<file path="src/rtl/mm_wb_pkg.sv">
// Shared types for the posted write buffer: FSM states, buffered entry layout and line geometry.
package mm_wb_pkg;

  localparam int unsigned LINE_LSB = 5;
  localparam int unsigned LINE_W   = 32 - LINE_LSB;

  typedef enum logic [2:0] {
    StIdle,
    StWrIssue,
    StWrGap,
    StRdIssue,
    StRdWait
  } wb_state_e;

  typedef struct packed {
    logic [LINE_W-1:0] line;
    logic [31:0]       be;
    logic [255:0]      wd;
  } wb_entry_t;

  // Byte address of the first byte of a line.
  function automatic logic [31:0] line_addr(input logic [LINE_W-1:0] line);
    return {line, {LINE_LSB{1'b0}}};
  endfunction

endpackage

</file>
<file path="src/rtl/wb_fifo.sv">
// In-order entry queue for the write buffer, with a per-entry line compare for read hazards.
module wb_fifo
  import mm_wb_pkg::*;
#(
  parameter int unsigned DEPTH = 4
) (
  input  logic              clk,
  input  logic              reset,
  input  logic              push,
  input  wb_entry_t         push_entry,
  input  logic              pop,
  output wb_entry_t         head_entry,
  output logic              full,
  output logic              empty,
  input  logic [LINE_W-1:0] match_line,
  output logic [DEPTH-1:0]  match_vec
);

  localparam int unsigned PtrW = $clog2(DEPTH);
  localparam int unsigned CntW = $clog2(DEPTH) + 1;

  wb_entry_t       mem_q [DEPTH];
  logic [PtrW-1:0] head_q;
  logic [PtrW-1:0] tail_q;
  logic [CntW-1:0] count_q;

  // Pointers and occupancy; pointers wrap naturally since DEPTH is a power of two.
  always_ff @(posedge clk or negedge reset) begin
    if (!reset) begin
      head_q  <= '0;
      tail_q  <= '0;
      count_q <= '0;
    end else begin
      if (push) tail_q <= tail_q + PtrW'(1);
      if (pop)  head_q <= head_q + PtrW'(1);
      if (push && !pop) begin
        count_q <= count_q + CntW'(1);
      end else if (pop && !push) begin
        count_q <= count_q - CntW'(1);
      end
    end
  end

  // Entry storage needs no reset: occupancy alone decides which slots are live.
  always_ff @(posedge clk) begin
    if (push) mem_q[tail_q] <= push_entry;
  end

  assign head_entry = mem_q[head_q];
  assign full       = (count_q == CntW'(DEPTH));
  assign empty      = (count_q == '0);

  // A slot is live when its distance from head is below the occupancy count.
  for (genvar gi = 0; gi < DEPTH; gi++) begin : g_match
    logic [PtrW-1:0] offs;
    assign offs          = PtrW'(gi) - head_q;
    assign match_vec[gi] = ({1'b0, offs} < count_q) && (mem_q[gi].line == match_line);
  end

  // Flow control upstream must never overrun or underrun the queue.
  assert property (@(posedge clk) disable iff (!reset) !(push && full));
  assert property (@(posedge clk) disable iff (!reset) !(pop && empty));

endmodule

</file>
<file path="src/rtl/mm_write_buffer.sv">
// Posted write buffer between the cache miss/evict port and main memory.
// Writes are queued and drained in order at the memory write rate; line-fill reads
// bypass queued writes unless a queued write targets the same line.
module mm_write_buffer
  import mm_wb_pkg::*;
#(
  parameter int unsigned DEPTH      = 4,
  parameter int unsigned WRITE_TPUT = 4
) (
  input  logic         clk,
  input  logic         reset,
  input  logic [31:0]  a,
  input  logic [31:0]  be,
  input  logic [255:0] wd,
  input  logic         read,
  input  logic         write,
  output logic         ready,
  output logic [255:0] rd,
  output logic         rd_valid,
  output logic [31:0]  mm_a,
  output logic [31:0]  mm_be,
  output logic [255:0] mm_wd,
  output logic         mm_write,
  output logic         mm_read,
  input  logic [255:0] mm_rd,
  input  logic         mm_valid
);

  // Gap counter holds WRITE_TPUT-2 down to 0, i.e. WRITE_TPUT-1 cycles in StWrGap.
  localparam int unsigned   GapW    = (WRITE_TPUT > 2) ? $clog2(WRITE_TPUT - 1) : 1;
  localparam logic [GapW-1:0] GapLoad = (WRITE_TPUT > 1) ? GapW'(WRITE_TPUT - 2) : '0;

  wb_state_e         state_q, state_d;
  logic [GapW-1:0]   gap_q, gap_d;
  logic              rd_pend_q, rd_pend_d;
  logic              rd_hold_q, rd_hold_d;
  logic [LINE_W-1:0] rd_line_q, rd_line_d;

  logic              full, empty;
  logic              push_en, pop_en, rd_acc, hazard;
  logic [LINE_W-1:0] req_line;
  logic [DEPTH-1:0]  match_vec;
  wb_entry_t         push_entry, head_entry;
  logic              unused_a_lsb;

  assign req_line     = a[31:LINE_LSB];
  assign unused_a_lsb = ^a[LINE_LSB-1:0];

  assign ready   = !full && !rd_pend_q;
  assign push_en = write && ready;
  assign rd_acc  = read && ready;
  // A same-cycle write shares the request address, so it always matches the read.
  assign hazard  = (|match_vec) || push_en;

  assign push_entry = '{line: req_line, be: be, wd: wd};

  wb_fifo #(
    .DEPTH (DEPTH)
  ) u_fifo (
    .clk        (clk),
    .reset      (reset),
    .push       (push_en),
    .push_entry (push_entry),
    .pop        (pop_en),
    .head_entry (head_entry),
    .full       (full),
    .empty      (empty),
    .match_line (req_line),
    .match_vec  (match_vec)
  );

  // FSM, gap counter and pending-read latch registers.
  always_ff @(posedge clk or negedge reset) begin
    if (!reset) begin
      state_q   <= StIdle;
      gap_q     <= '0;
      rd_pend_q <= 1'b0;
      rd_hold_q <= 1'b0;
      rd_line_q <= '0;
    end else begin
      state_q   <= state_d;
      gap_q     <= gap_d;
      rd_pend_q <= rd_pend_d;
      rd_hold_q <= rd_hold_d;
      rd_line_q <= rd_line_d;
    end
  end

  // Next state: a non-held read wins in idle; a held read waits until the queue is empty.
  always_comb begin
    state_d = state_q;
    gap_d   = gap_q;
    pop_en  = 1'b0;
    unique case (state_q)
      StIdle: begin
        if (rd_pend_q && !(rd_hold_q && !empty)) begin
          state_d = StRdIssue;
        end else if (!empty) begin
          state_d = StWrIssue;
        end
      end
      StWrIssue: begin
        pop_en = 1'b1;
        if (WRITE_TPUT > 1) begin
          state_d = StWrGap;
          gap_d   = GapLoad;
        end else begin
          state_d = StIdle;
        end
      end
      StWrGap: begin
        if (gap_q == '0) begin
          state_d = StIdle;
        end else begin
          gap_d = gap_q - GapW'(1);
        end
      end
      StRdIssue: state_d = StRdWait;
      StRdWait: begin
        if (mm_valid) state_d = StIdle;
      end
      default: state_d = StIdle;
    endcase
  end

  // Read latch: capture on accept, release when fill data returns.
  always_comb begin
    rd_pend_d = rd_pend_q;
    rd_hold_d = rd_hold_q;
    rd_line_d = rd_line_q;
    if (rd_acc) begin
      rd_pend_d = 1'b1;
      rd_hold_d = hazard;
      rd_line_d = req_line;
    end else if ((state_q == StRdWait) && mm_valid) begin
      rd_pend_d = 1'b0;
      rd_hold_d = 1'b0;
    end
  end

  // Memory-side outputs are zero outside the issue cycles.
  always_comb begin
    mm_write = 1'b0;
    mm_read  = 1'b0;
    mm_a     = '0;
    mm_be    = '0;
    mm_wd    = '0;
    unique case (state_q)
      StWrIssue: begin
        mm_write = 1'b1;
        mm_a     = line_addr(head_entry.line);
        mm_be    = head_entry.be;
        mm_wd    = head_entry.wd;
      end
      StRdIssue: begin
        mm_read = 1'b1;
        mm_a    = line_addr(rd_line_q);
        mm_be   = '1;
      end
      default: ;
    endcase
  end

  assign rd       = mm_rd;
  assign rd_valid = mm_valid && (state_q == StRdWait);

endmodule

</file>
<file path="config.mk">
export PLATFORM = sky130hd
export DESIGN_NAME = mm_write_buffer
export DESIGN_NICKNAME = d
export VERILOG_FILES = /design/src/rtl/mm_wb_pkg.sv /design/src/rtl/wb_fifo.sv /design/src/rtl/mm_write_buffer.sv
export SDC_FILE = /design/constraint.sdc
export NUM_CORES = 1
export LEC_CHECK = 0
export CAP_MARGIN = 10
export CORE_AREA = 2 2 451 453
export CTS_CLUSTER_DIAMETER = 150
export CTS_CLUSTER_SIZE = 28
export DETAILED_ROUTE_END_ITERATION = 16
export DIE_AREA = 0 0 453 455
export SETUP_SLACK_MARGIN = 0.05
export SYNTH_ARGS = -nofsm -noshare
export SYNTH_HDL_FRONTEND = slang
export SYNTH_SLANG_ARGS = --single-unit
</file>
<file path="constraint.sdc">
create_clock -name clk -period 19.1 [get_ports clk]
set_input_delay 5.73 -clock clk [delete_from_list [all_inputs] [get_ports clk]]
set_output_delay 5.73 -clock clk [all_outputs]
set_load 0.01 [all_outputs]
</file>
==> flow_metrics.env <==
export IMPL_outcome="finished clean"
export IMPL_clkTransAtPathRegs_ns=0.09
export IMPL_clock_sinks=1301
export IMPL_synth_area_um2=53000
export IMPL_hp_class="reg -> reg"
export IMPL_dr_total_vias=25500
export IMPL_p_leak_uw=0.0190
export IMPL_drt_iter0_markers=1791
export IMPL_gr_usage_all_layers_pct=16.2
export IMPL_cp_arrival_ns=7.38
export IMPL_grt_setup_unrepaired="false"
export IMPL_cts_htree_levels=2
export IMPL_cp_startpoint="mm_valid"
export IMPL_numCtsBuffers=54
export IMPL_timing_setup_tns_ns=0
export IMPL_routedWlPerCell_um=30.6
export IMPL_power_density_nw_per_um2=119
export IMPL_synthCells=2677
export IMPL_finalHoldViolCount=0
export IMPL_post_cts_buffers=0
export IMPL_area_growth_pct=17.0
export IMPL_mostFrequentLayoutCells="edfxtp_1 (1260), clkdlybuf4s50_1 (637), mux4_2 (315)"
export IMPL_routed_wl_um=175000
export IMPL_drc_errors=0
export IMPL_switching_share_pct=30.2
export IMPL_synthFlopType="edfxtp_1"
export IMPL_reg2regPathDepth=7
export IMPL_critPathMaxFanout=3
export IMPL_cp_endpoint="rd_valid"
export IMPL_ir_drop_mv=0.0896
export IMPL_dp_hpwl_um=126000
export IMPL_grt_pass1_wl_um=229000
export IMPL_via_per_inst=4.46
export IMPL_ys_seq_area_share_pct=73.4
export IMPL_numPortBuffers=638
export IMPL_p_switching_uw=2220
export IMPL_yosysUniqueCellTypes=39
export IMPL_combPwrFrac_pct=32.6
export IMPL_r2r_start="u_fifo.count_q[0]"
export IMPL_start_util_pct=26.3
export IMPL_core_um2=201000
export IMPL_required_ns=13.37
export IMPL_end_kind="output port"
export IMPL_syn_area_per_cell_um2=19.8
export IMPL_worstSetupStartpointType="input pin"
export IMPL_grt_max_degree=191
export IMPL_maxCapViolCount=0
export IMPL_dr_pass1_iters=5
export IMPL_period_needed_ns=13.11
export IMPL_final_common_cell="edfxtp_1"
export IMPL_cts_repair_resized=0
export IMPL_crit_type="in -> out"
export IMPL_seqPwrFrac_pct=47.5
export IMPL_antenna_found_initial=32
export IMPL_postRouteAntennaNets=0
export IMPL_grt_pass1_vias=25900
export IMPL_drv_slew=0
export IMPL_skew_ns=0.0250
export IMPL_r2r_setup_slack_ns=14.31
export IMPL_grt_overflow_total=0
export IMPL_row_count=165
export IMPL_drive_gt1_share_pct=14.3
export IMPL_timing_fmax_ghz=0.0763
export IMPL_die_y_um=455
export IMPL_finalSetupViolations=0
export IMPL_clock_power_share_pct=19.9
export IMPL_clock_latency_ns=0.69
export IMPL_cts_root_buf="clkbuf_16"
export IMPL_nets=3597
export IMPL_async_flop_share_pct=3.15
export IMPL_cts_hold_buf=0
export IMPL_period_share_pct=68.6
export IMPL_stdcell_area_um2=62000
export IMPL_cts_tree="done"
export IMPL_cts_path_max_buffers=3
export IMPL_synth_edff_count=1260
export IMPL_fp_dieW_um=453
export IMPL_ys_ff_latch=1301
export IMPL_worstReg2RegEnd="u_fifo.mem_q[2][274]"
export IMPL_placed_area_um2=60300
export IMPL_gp_congestion=0.895
export IMPL_dieArea_um2=206000
export IMPL_max_slew_margin_pct=25.6
export IMPL_hold_slack_ns=0.493
export IMPL_ios=1161
export IMPL_ys_warnings_count=0
export IMPL_worst_pin_slew_ns=1.12
export IMPL_p_int_uw=5140
## Yosys cell counts (16+ instances only)
cell,instances,area (um^2)
a21oi_1,35,175
and2_1,258,1610
buf_2,33,165
buf_4,277,2080
buf_6,26,293
clkbuf_1,62,233
dfrtp_1,41,1030
edfxtp_1,1260,37800
mux2_1,27,304
mux4_2,315,7090
nand2_1,59,221
nand4_1,16,100
nor2_1,74,278
xnor2_1,69,604
xor2_1,46,403
## state kept, by name, summed over array words and instances, names as in the netlist
name,flops
rd_hold_q,1
rd_line_q,27
u_fifo.tail_q,2
u_fifo.head_q,2
u_fifo.count_q,3
u_fifo.mem_q,1260
state_q,3
rd_pend_q,1
gap_q,2
## critical path, stage by stage
cell and delay [ns]:
clkdlybuf4s50_1 0.49, nand3_1 0.42, inv_1 0.17, clkdlybuf4s50_1 0.57
## cell families (layout without fill, tap and decap cells)
| family | Yosys count | after routing | synth area share, % |
|---|---|---|---|
| AOI/OAI and AO/OA | 49 | 49 | 0.531 |
| xor gates and xnor gates | 115 | 115 | 1.90 |
| muxes | 344 | 344 | 14.0 |
| adders and majority gates | 11 | 11 | 0.274 |
| DFF | 1301 | 1301 | 73.4 |
| and+or+nand+nor | 434 | 434 | 4.52 |
| buffers and inverters | 422 | 783 | 5.40 |
| other | 1 | 13 | 0.00708 |
## how the worst min path moves through the flow
stage                        startpoint            end  slack (ns)  cells after the start
after detailed placement  rd_line_q[13]  rd_line_q[13]        0.48                      1
after CTS                 rd_line_q[25]  rd_line_q[25]        0.50                      1
after global placement    rd_line_q[15]  rd_line_q[15]        0.47                      1
after global routing      rd_line_q[26]  rd_line_q[26]        0.51                      1
final                     rd_line_q[17]  rd_line_q[17]        0.49                      1
after floorplan           rd_line_q[19]  rd_line_q[19]        0.46                      1
## per-stage QoR
stage                     util, %  std cells  total power [uW]  setup WS (ns)
after floorplan                 -       2681              5140           5.47
after global placement       30.0       5621              6020           5.93
after detailed placement     30.0       5621              6040           5.93
after CTS                    30.8       5714              7510           5.93
after global routing         30.8       5720              7710           5.96
final                        30.8       5722              7370           5.99
## area by class of cell
class | count | area (um^2)
antenna | 8 | 20.0
multi-input combinational | 958 | 11300
tap | 2672 | 3340
sequential | 1301 | 38900
timing repair buffer | 678 | 6740
inverter | 12 | 45.0
clock inverter | 7 | 136
clock buffer | 86 | 1540
fill | 19500 | 139000
## layer usage
| layer | vias to the layer above | GRT usage (%) | part of all wire, % |
|---|---|---|---|
| met2 | 991 | 30.6 | 55 |
| met4 | 12 | 8.39 | 5.7 |
| met3 | 283 | 6.94 | 10 |
| met1 | 13500 | 14.4 | 29 |
| met5 | - | 0 | 0.042 |
| li1 | 10800 | - | - |
## power groups by stage
| stage | registers, uW | logic (uW) | clock network [uW] |
|---|---|---|---|
| 2_1_floorplan | 3560 | 1590 | 0 |
| 3_3_place_gp | 3560 | 2470 | 0 |
| 3_5_place_dp | 3570 | 2470 | 0 |
| 4_1_cts | 3500 | 2480 | 1520 |
| 5_1_grt | 3520 | 2580 | 1610 |
| 6_report | 3500 | 2400 | 1470 |
Power figures use the tool's default switching activity.
